<file path="src/rtl/round_robin_arb_n.sv">
// N-channel round-robin FIFO pop arbiter with burst hold, fixed-priority mode
// and downstream stall; select/valid are registered one cycle behind pop.
module round_robin_arb_n #(
  parameter int NUM_CH    = 4,
  parameter int SEL_W     = $clog2(NUM_CH),
  parameter int MAX_BURST = 2
) (
  input  logic              clk,
  input  logic              reset_L,
  input  logic [NUM_CH-1:0] request,
  input  logic              dest_full,
  input  logic              prio_mode,
  output logic [NUM_CH-1:0] pop,
  output logic [SEL_W-1:0]  port_sel,
  output logic              valid_out
);

  localparam logic [3:0] HOLD_LIM = 4'(MAX_BURST - 1);

  logic [SEL_W-1:0] last_grant;
  logic [3:0]       burst_cnt;
  logic             granted_once;
  logic [SEL_W-1:0] win;
  logic [SEL_W-1:0] cand;
  logic             win_vld;

  // granted_once keeps the reset value of last_grant from being treated as a
  // burst in progress, so the first grant after reset goes to channel 0.
  always_comb begin
    win     = '0;
    cand    = '0;
    win_vld = 1'b0;
    if (reset_L && !dest_full && (|request)) begin
      win_vld = 1'b1;
      if (prio_mode) begin
        for (int i = NUM_CH - 1; i >= 0; i--) begin
          cand = SEL_W'(i);
          if (request[cand]) win = cand;
        end
      end else if (granted_once && request[last_grant] && (burst_cnt < HOLD_LIM)) begin
        win = last_grant;
      end else begin
        // descending scan so the nearest candidate after last_grant wins
        for (int k = NUM_CH; k >= 1; k--) begin
          cand = SEL_W'((int'(last_grant) + k) % NUM_CH);
          if (request[cand]) win = cand;
        end
      end
    end
  end

  always_comb begin
    pop = '0;
    if (win_vld) pop[win] = 1'b1;
  end

  always_ff @(posedge clk or negedge reset_L) begin
    if (!reset_L) begin
      last_grant   <= SEL_W'(NUM_CH - 1);
      burst_cnt    <= '0;
      granted_once <= 1'b0;
      port_sel     <= '0;
      valid_out    <= 1'b0;
    end else if (win_vld) begin
      port_sel     <= win;
      valid_out    <= 1'b1;
      last_grant   <= win;
      granted_once <= 1'b1;
      if (win == last_grant && !prio_mode)
        burst_cnt <= (burst_cnt != 4'hF) ? burst_cnt + 4'd1 : burst_cnt;
      else
        burst_cnt <= '0;
    end else begin
      valid_out <= 1'b0;
      // a stall keeps the burst count; only a true idle cycle clears it
      if (!dest_full) burst_cnt <= '0;
    end
  end

endmodule

</file>
<file path="config.mk">
export PLATFORM = sky130hd
export DESIGN_NAME = round_robin_arb_n
export DESIGN_NICKNAME = d
export VERILOG_FILES = /design/src/rtl/round_robin_arb_n.sv
export SDC_FILE = /design/constraint.sdc
export NUM_CORES = 1
export LEC_CHECK = 0
export ABC_AREA = 1
export BUFFER_PORTS_ARGS = -buffer_cell sky130_fd_sc_hd__buf_4
export CORE_ASPECT_RATIO = 0.75
export CORE_MARGIN = 2
export CORE_UTILIZATION = 30
export DETAILED_ROUTE_END_ITERATION = 10
export HOLD_SLACK_MARGIN = 0.15
export SETUP_SLACK_MARGIN = 0.15
export SYNTH_ARGS = -nofsm -noshare
export SYNTH_HDL_FRONTEND = slang
export SYNTH_SLANG_ARGS = --single-unit
</file>
<file path="constraint.sdc">
create_clock -name clk -period 1.97 [get_ports clk]
set_clock_uncertainty 0.1 [all_clocks]
set_input_delay 0.197 -clock clk [delete_from_list [all_inputs] [get_ports clk]]
set_output_delay 0.197 -clock clk [all_outputs]
set_load 0.02 [all_outputs]
</file>
==> impl_metrics.py, run 1 <==
metrics = {
    "route": {
        "drc_errors": 0,
        "vias": 911,
        "wl_met1_um": 1010,
        "drt-wirelength-per-cell_um": 10.8,
        "top_layer": "met3",
        "initialDrtViolationCount": 29,
        "dr_wl_met2_um": 1090,
        "antenna_left": 0,
        "viasPerCell": 4.49,
        "route.met3.wl_um": 84,
        "drt-total-wl_um": 2190,
        "drt_first_pass_iters": 4,
    },
    "finish": {
        "layout.nets": 178,
        "syn_to_final_growth_pct": 52.2,
        "utilization_pct": 48.3,
        "drive_gt1_share_pct": 44.9,
        "num_antenna_cells": 0,
    },
    "grt": {
        "grt_pass1_wl_um": 3760,
        "grt_util_all_layers_pct": 15.3,
        "grt_pass1_vias": 867,
        "grt.overflow.total": 0,
        "antenna_found_initial": 0,
        "grt_max_degree": 11,
    },
    "clock_network": {
        "h-tree-depth": 1,
        "clock_path_buffers": 2,
        "insertion_delay_ns": 0.24,
        "clock-sinks": 10,
        "cts_buffers": 3,
        "cts.clk_slew.worst_paths_ns": 0.05,
        "tritoncts": "yes",
        "cts-root-buf": "clkbuf_8",
    },
    "worst_setup_path": {
        "cp.arrival_ns": 2.04,
        "worst_setup_path_start_kind": "flip-flop",
        "critPathBufInv": 3,
        "cp_top_family": "simple AND/OR/NAND/NOR gates",
        "crit_required_ns": 1.67,
        "max_stage_delay_ns": 0.66,
        "worstPathMaxFanout": 8,
        "rr_startpoint": "last_grant[0]",
        "r2r-end": "burst_cnt[2]",
        "critPathKind": "flip-flop to output port",
        "critical_path.cell_chain": "inv_8 -> nand2_4 -> and2_4 -> nand2_1 -> nand2_1 -> nand2_2 -> nand2_1 -> nand2_1 -> nand2_2 -> nand2_4 -> buf_6 -> nor2_1 -> buf_4",
        "critical_path_depth": 13,
        "crit_slowest_cell": "dfstp_2",
        "rr_worst_depth": 18,
        "crit_top_cell": "nand2_1",
        "cp-end-kind": "output port",
        "reg2reg_slack_ns": -0.29,
    },
    "timing": {
        "setup_viol": 9,
        "fin_crit_ns": 2.33,
        "fin_crit_sh_pct": 118,
        "rsz0062_at_grt": "true",
        "fmax_mhz": 429,
        "tns_ns": -2.48,
        "drv_slew": 0,
        "finalHoldViolCount": 0,
        "layout_setup_ws_ns": -0.363,
        "maxSlewHeadroom_pct": 67.2,
        "tightest_slew_ns": 0.490,
    },
    "synth": {
        "syn_area_per_cell_um2": 6.40,
        "synth.top_cell.area_share_pct": 24.1,
        "synth_most_common_cell": "nand2_1",
        "synthArstFlopShare_pct": 100,
        "synthDistinctLibCells": 20,
        "yosys-top-cells-area": "dfrtp_1, nand2_1, nand2_2, nand3_1, inv_1",
        "synth.top_cells.by_count": "nand2_1, inv_1, nand2_2, nand3_1, nor2_1",
        "syn_area_um2": 832,
        "syn_inst": 130,
        "ys_seq_area_share_pct": 30.4,
        "yosys.area.top_type": "dfrtp_1",
        "synth-edff-count": 0,
        "ys.flop_type": "dfrtp_1",
        "ys_ff_latch": 10,
        "syn-num-nets": 140,
        "yosys_warnings": 0,
    },
    "floorplanning": {
        "io_pins": 15,
        "core_area_mm2": 0.00262,
        "die_h_um": 49.6,
        "dieWidth_um": 64.8,
        "rows": 16,
        "die-area_mm2": 0.00322,
        "start_util_pct": 31.7,
    },
    "worst_hold_path": {
        "hold_path_class": "input pin to flip-flop",
        "hold_depth": 4,
        "hold_start": "dest_full",
        "hold_end": "burst_cnt[3]",
    },
    "pwr": {
        "powerDensity_mw_per_mm2": 791,
        "power.total_uw": 1000,
        "p_leak_uw": 0.000703,
        "ir_drop_v": 0.000470,
    },
    "placed_design": {
        "place.port_buffers": 14,
        "gp_congestion": 0.942,
        "hpwlAfterDp_um": 1600,
        "place_ws_ns": -0.158,
    },
    "outcome": {
        "violations": "setup timing",
        "status": "complete, but fails checks",
    },
    "run": {
        "maxCapViolations": 0,
    },
}
-- sequential cells by signal, indices dropped and copies added, names as in the netlist --
signal	flops
burst_cnt	4
port_sel	2
last_grant	2
granted_once	1
valid_out	1
-- cells by family after synthesis --
logic type	after synthesis	synth area share [%]
compound gates	6	3.61
fa+ha+maj	2	3.01
buf+inv	21	11.3
xor+xnor	1	1.05
simple gates	90	50.7
flops	10	30.4
-- placed cells by master, fill, tap and decap left out --
cell,synthesis,layout
a21oi_1,3,3
dfrtp_1,8,8
o21ai_1,0,1
or2_2,1,1
o21ai_0,3,2
inv_2,3,3
and2_4,0,1
dfstp_2,2,2
dlygate4sd3_1,0,1
nand2_4,0,4
nand3_1,13,11
nand4_1,3,3
nor2_2,1,2
nor2_4,1,2
inv_8,1,1
nand2_2,13,18
inv_1,16,16
ha_1,2,2
clkbuf_8,0,4
nor2_1,10,8
xor2_1,1,1
buf_6,1,6
nand3_2,2,4
nand2_1,45,36
buf_4,0,27
-- stage by stage --
step / instances / hold slack (ns) / instance area, um2
after floorplan: 130 / -0.199 / 847
after global placement: 191 / -0.0620 / 1080
after detailed placement: 191 / -0.0597 / 1080
after CTS: 201 / 0.155 / 1240
after global routing: 203 / 0.195 / 1270
final: 203 / 0.171 / 1270
-- worst min-delay path: cells and delay by family --
family	cells	cell delay, ns
buf+inv	2	0.14
simple gates	2	0.13
-- where the power goes --
group | internal, uW | switching [uW] | leakage, uW
sequential | 235 | 30.7 | 0.000123
clock | 175 | 78.1 | 0.0000288
combinational | 216 | 267 | 0.000550
total | 626 | 376 | 0.000703
-- worst max-delay path by stage --
stage | startpoint | end | slack [ns]
2_1_floorplan | last_grant[0] | pop[1] | 0.05
3_3_place_gp | last_grant[0] | burst_cnt[0] | -0.12
3_5_place_dp | last_grant[0] | burst_cnt[0] | -0.16
4_1_cts | last_grant[0] | pop[0] | -0.35
5_1_grt | last_grant[0] | pop[3] | -0.54
6_report | last_grant[0] | pop[3] | -0.36
-- final cells by class --
cell class	instances	area (um2)
timing repair buffer	34	280
fill	246	1360
clock buffer	4	55.1
inverter	20	82.6
multi-input combinational	99	551
sequential	10	253
tap	36	45.0
-- routing by layer --
layer | up-vias | GRT usage (%)
li1 | 475 | -
met1 | 418 | 19.4
met2 | 18 | 26.5
met3 | 0 | 4.11
met4 | 0 | 2.13
met5 | - | 0
-- timing repair --
action                                  4_1_cts  5_1_grt
hold buffers                                  1        0
hold endpoints to repair                     10        0
gates resized for setup                      17        4
setup buffers                                 5        2
cloned                                        0        0
pin swaps                                     6        5
endpoints found under the setup margin        9       12
Note: power is estimated with default switching activity, not from simulation.
==> run 2, diff against run 1 <==
==> constraint.sdc (replaced) <==
create_clock -name clk -period 2.2 [get_ports clk]
set_clock_uncertainty 0.1 [all_clocks]
set_input_delay 0.22 -clock clk [delete_from_list [all_inputs] [get_ports clk]]
set_output_delay 0.22 -clock clk [all_outputs]
set_load 0.02 [all_outputs]
==> run 2 against run 1 <==
- utilization shrank 2.9 points
- sequential power is 11% lower
- worst setup slack improved by 0.22 ns
- non-clock buffer count is 8 lower
- critical endpoint is now pop[0]
- the run still ends with setup timing left
- die area is the same
- sequential cell count did not move
- combinational power shrank 9.5%
- cell area shrank 6.0%
- via count fell by 1.3%
- clock power is 22% lower
- critical path depth is 1 lower
- hold slack improved by 0.026 ns
==> impl_metrics.py, run 2 (synthesized netlist as in run 1, its figures left out) <==
metrics = {
    "outcome": {
        "status": "complete, but fails checks",
        "violations": "setup timing",
    },
    "timing": {
        "fin_crit_ns": 2.34,
        "fmax_mhz": 426,
        "fin_crit_sh_pct": 107,
        "rsz0062_at_grt": "true",
        "tightest_slew_ns": 0.488,
        "drv_slew": 0,
        "setup_viol": 8,
        "layout_setup_ws_ns": -0.145,
        "finalHoldViolCount": 0,
        "maxSlewHeadroom_pct": 67.3,
        "hold_ws_ns": 0.196,
    },
    "clock_network": {
        "clock_path_buffers": 2,
        "h-tree-depth": 1,
        "tritoncts": "yes",
        "cts_buffers": 3,
        "cts.clk_slew.worst_paths_ns": 0.05,
        "clock-sinks": 10,
        "cts-root-buf": "clkbuf_8",
        "insertion_delay_ns": 0.23,
    },
    "grt": {
        "grt_pass1_wl_um": 3430,
        "grt.overflow.total": 0,
        "antenna_found_initial": 0,
        "grt_pass1_vias": 789,
        "grt_max_degree": 11,
        "grt_util_all_layers_pct": 13.7,
    },
    "floorplanning": {
        "dieWidth_um": 64.8,
        "die-area_mm2": 0.00322,
        "start_util_pct": 31.7,
        "core_area_mm2": 0.00262,
        "rows": 16,
        "io_pins": 15,
        "die_h_um": 49.6,
    },
    "pwr": {
        "p_comb_share_pct": 50.2,
        "p_leak_uw": 0.000661,
        "ir_drop_v": 0.000372,
        "sw_frac_of_total_pct": 40.1,
        "powerDensity_mw_per_mm2": 731,
        "p_switching_uw": 349,
        "pwr-share-seq_pct": 27.1,
        "power.total_uw": 870,
        "p_int_uw": 521,
        "clkPwrFrac_pct": 22.7,
    },
    "route": {
        "drt-wirelength-per-cell_um": 11.4,
        "drt_first_pass_iters": 4,
        "drc_errors": 0,
        "viasPerCell": 4.61,
        "initialDrtViolationCount": 22,
        "wl_met1_um": 981,
        "vias": 899,
        "antenna_left": 0,
        "dr_wl_met2_um": 1120,
        "route.met3.wl_um": 116,
        "top_layer": "met3",
        "drt-total-wl_um": 2220,
    },
    "finish": {
        "final_cell_mix": "nand2_1, buf_4, inv_1, nand2_2",
        "largest-register": "burst_cnt",
        "final_common_cell": "nand2_1",
        "utilization_pct": 45.4,
        "instances_no_fill": 195,
        "drive_gt1_share_pct": 42.1,
        "largest_reg_flops": 4,
        "num_antenna_cells": 0,
        "layout.nets": 170,
        "top_regs": "burst_cnt x4, last_grant x2, port_sel x2",
        "syn_to_final_growth_pct": 43.0,
    },
    "placed_design": {
        "gp_congestion": 0.853,
        "dp_cells": 179,
        "place.port_buffers": 14,
        "hpwlAfterDp_um": 1460,
        "place_ws_ns": 0.0478,
    },
    "worst_setup_path": {
        "worst_setup_path_start_kind": "flip-flop",
        "cp-end-kind": "output port",
        "crit_required_ns": 1.88,
        "cp.arrival_ns": 2.02,
        "worstPathMaxFanout": 8,
        "critPathKind": "flip-flop to output port",
    },
    "run": {
        "maxCapViolations": 0,
    },
    "worst_hold_path": {
        "hold_path_class": "input pin to flip-flop",
    },
}
==> run 2: cell types whose count changed in the layout (fill, tap and decap cells not counted), sizes merged <==
cell,delta
buf,-8
==> run 2: path summary, 6_finish.rpt <==
| check | start | end | slack, ns | cells after the start |
|---|---|---|---|---|
| worst max-delay path | last_grant[0] | pop[0] | -0.14 | 12 |
| worst min-delay path | dest_full | burst_cnt[1] | 0.20 | 4 |
| worst max register to register | last_grant[0] | burst_cnt[3] | -0.08 | 19 |
| worst min register to register | granted_once | granted_once | 0.35 | 2 |
| max in group asynchronous | reset_L | last_grant[1] | 1.26 | 2 |
| min in group asynchronous | reset_L | port_sel[1] | 0.39 | 2 |
==> run 2: routing by layer <==
layer  up-vias  track usage (%)
met5         -                0
met4         0             2.13
met3         0             2.97
met2        24             24.1
met1       414             17.7
li1        461                -
==> run 2: critical path: stages, from the launching register on <==
cell and delay (ns):
dfstp_2 0.65, nand2_1 0.13, and2_4 0.18, nand2_1 0.06
nand2_1 0.07, nand2_2 0.08, nand2_1 0.05, nand2_1 0.07
nand3_2 0.11, nand2_4 0.11, inv_1 0.06, nor2_1 0.10
buf_4 0.15
==> run 2: cell type report <==
type / count / area (um2)
Sequential cell: 10 / 253
Clock buffer: 4 / 45.0
Inverter: 20 / 82.6
Multi-Input combinational cell: 99 / 567
Tap cell: 36 / 45.0
Timing Repair Buffer: 26 / 198
Fill cell: 255 / 1430
==> run 2: power by group through the flow <==
stage	clock network [uW]	registers (uW)	logic, uW
after floorplan	0	236	238
after global placement	0	241	300
after detailed placement	0	242	307
after CTS	202	240	353
after global routing	217	239	479
final	198	236	437
==> run 2: stage by stage <==
stage	cell area, um2	setup TNS (ns)
floorplan	832	0
global placement	971	0
detailed placement	971	0
CTS	1090	-0.537
global route	1190	-2.03
finish	1190	-0.684
==> run 2: what timing repair did <==
action	CTS	global route
pin swaps	6	5
resized for setup	9	13
gates cloned	0	0
hold endpoints to repair	10	0
buffers inserted	4	7
endpoints found under the setup margin	8	8
hold buffers	1	0
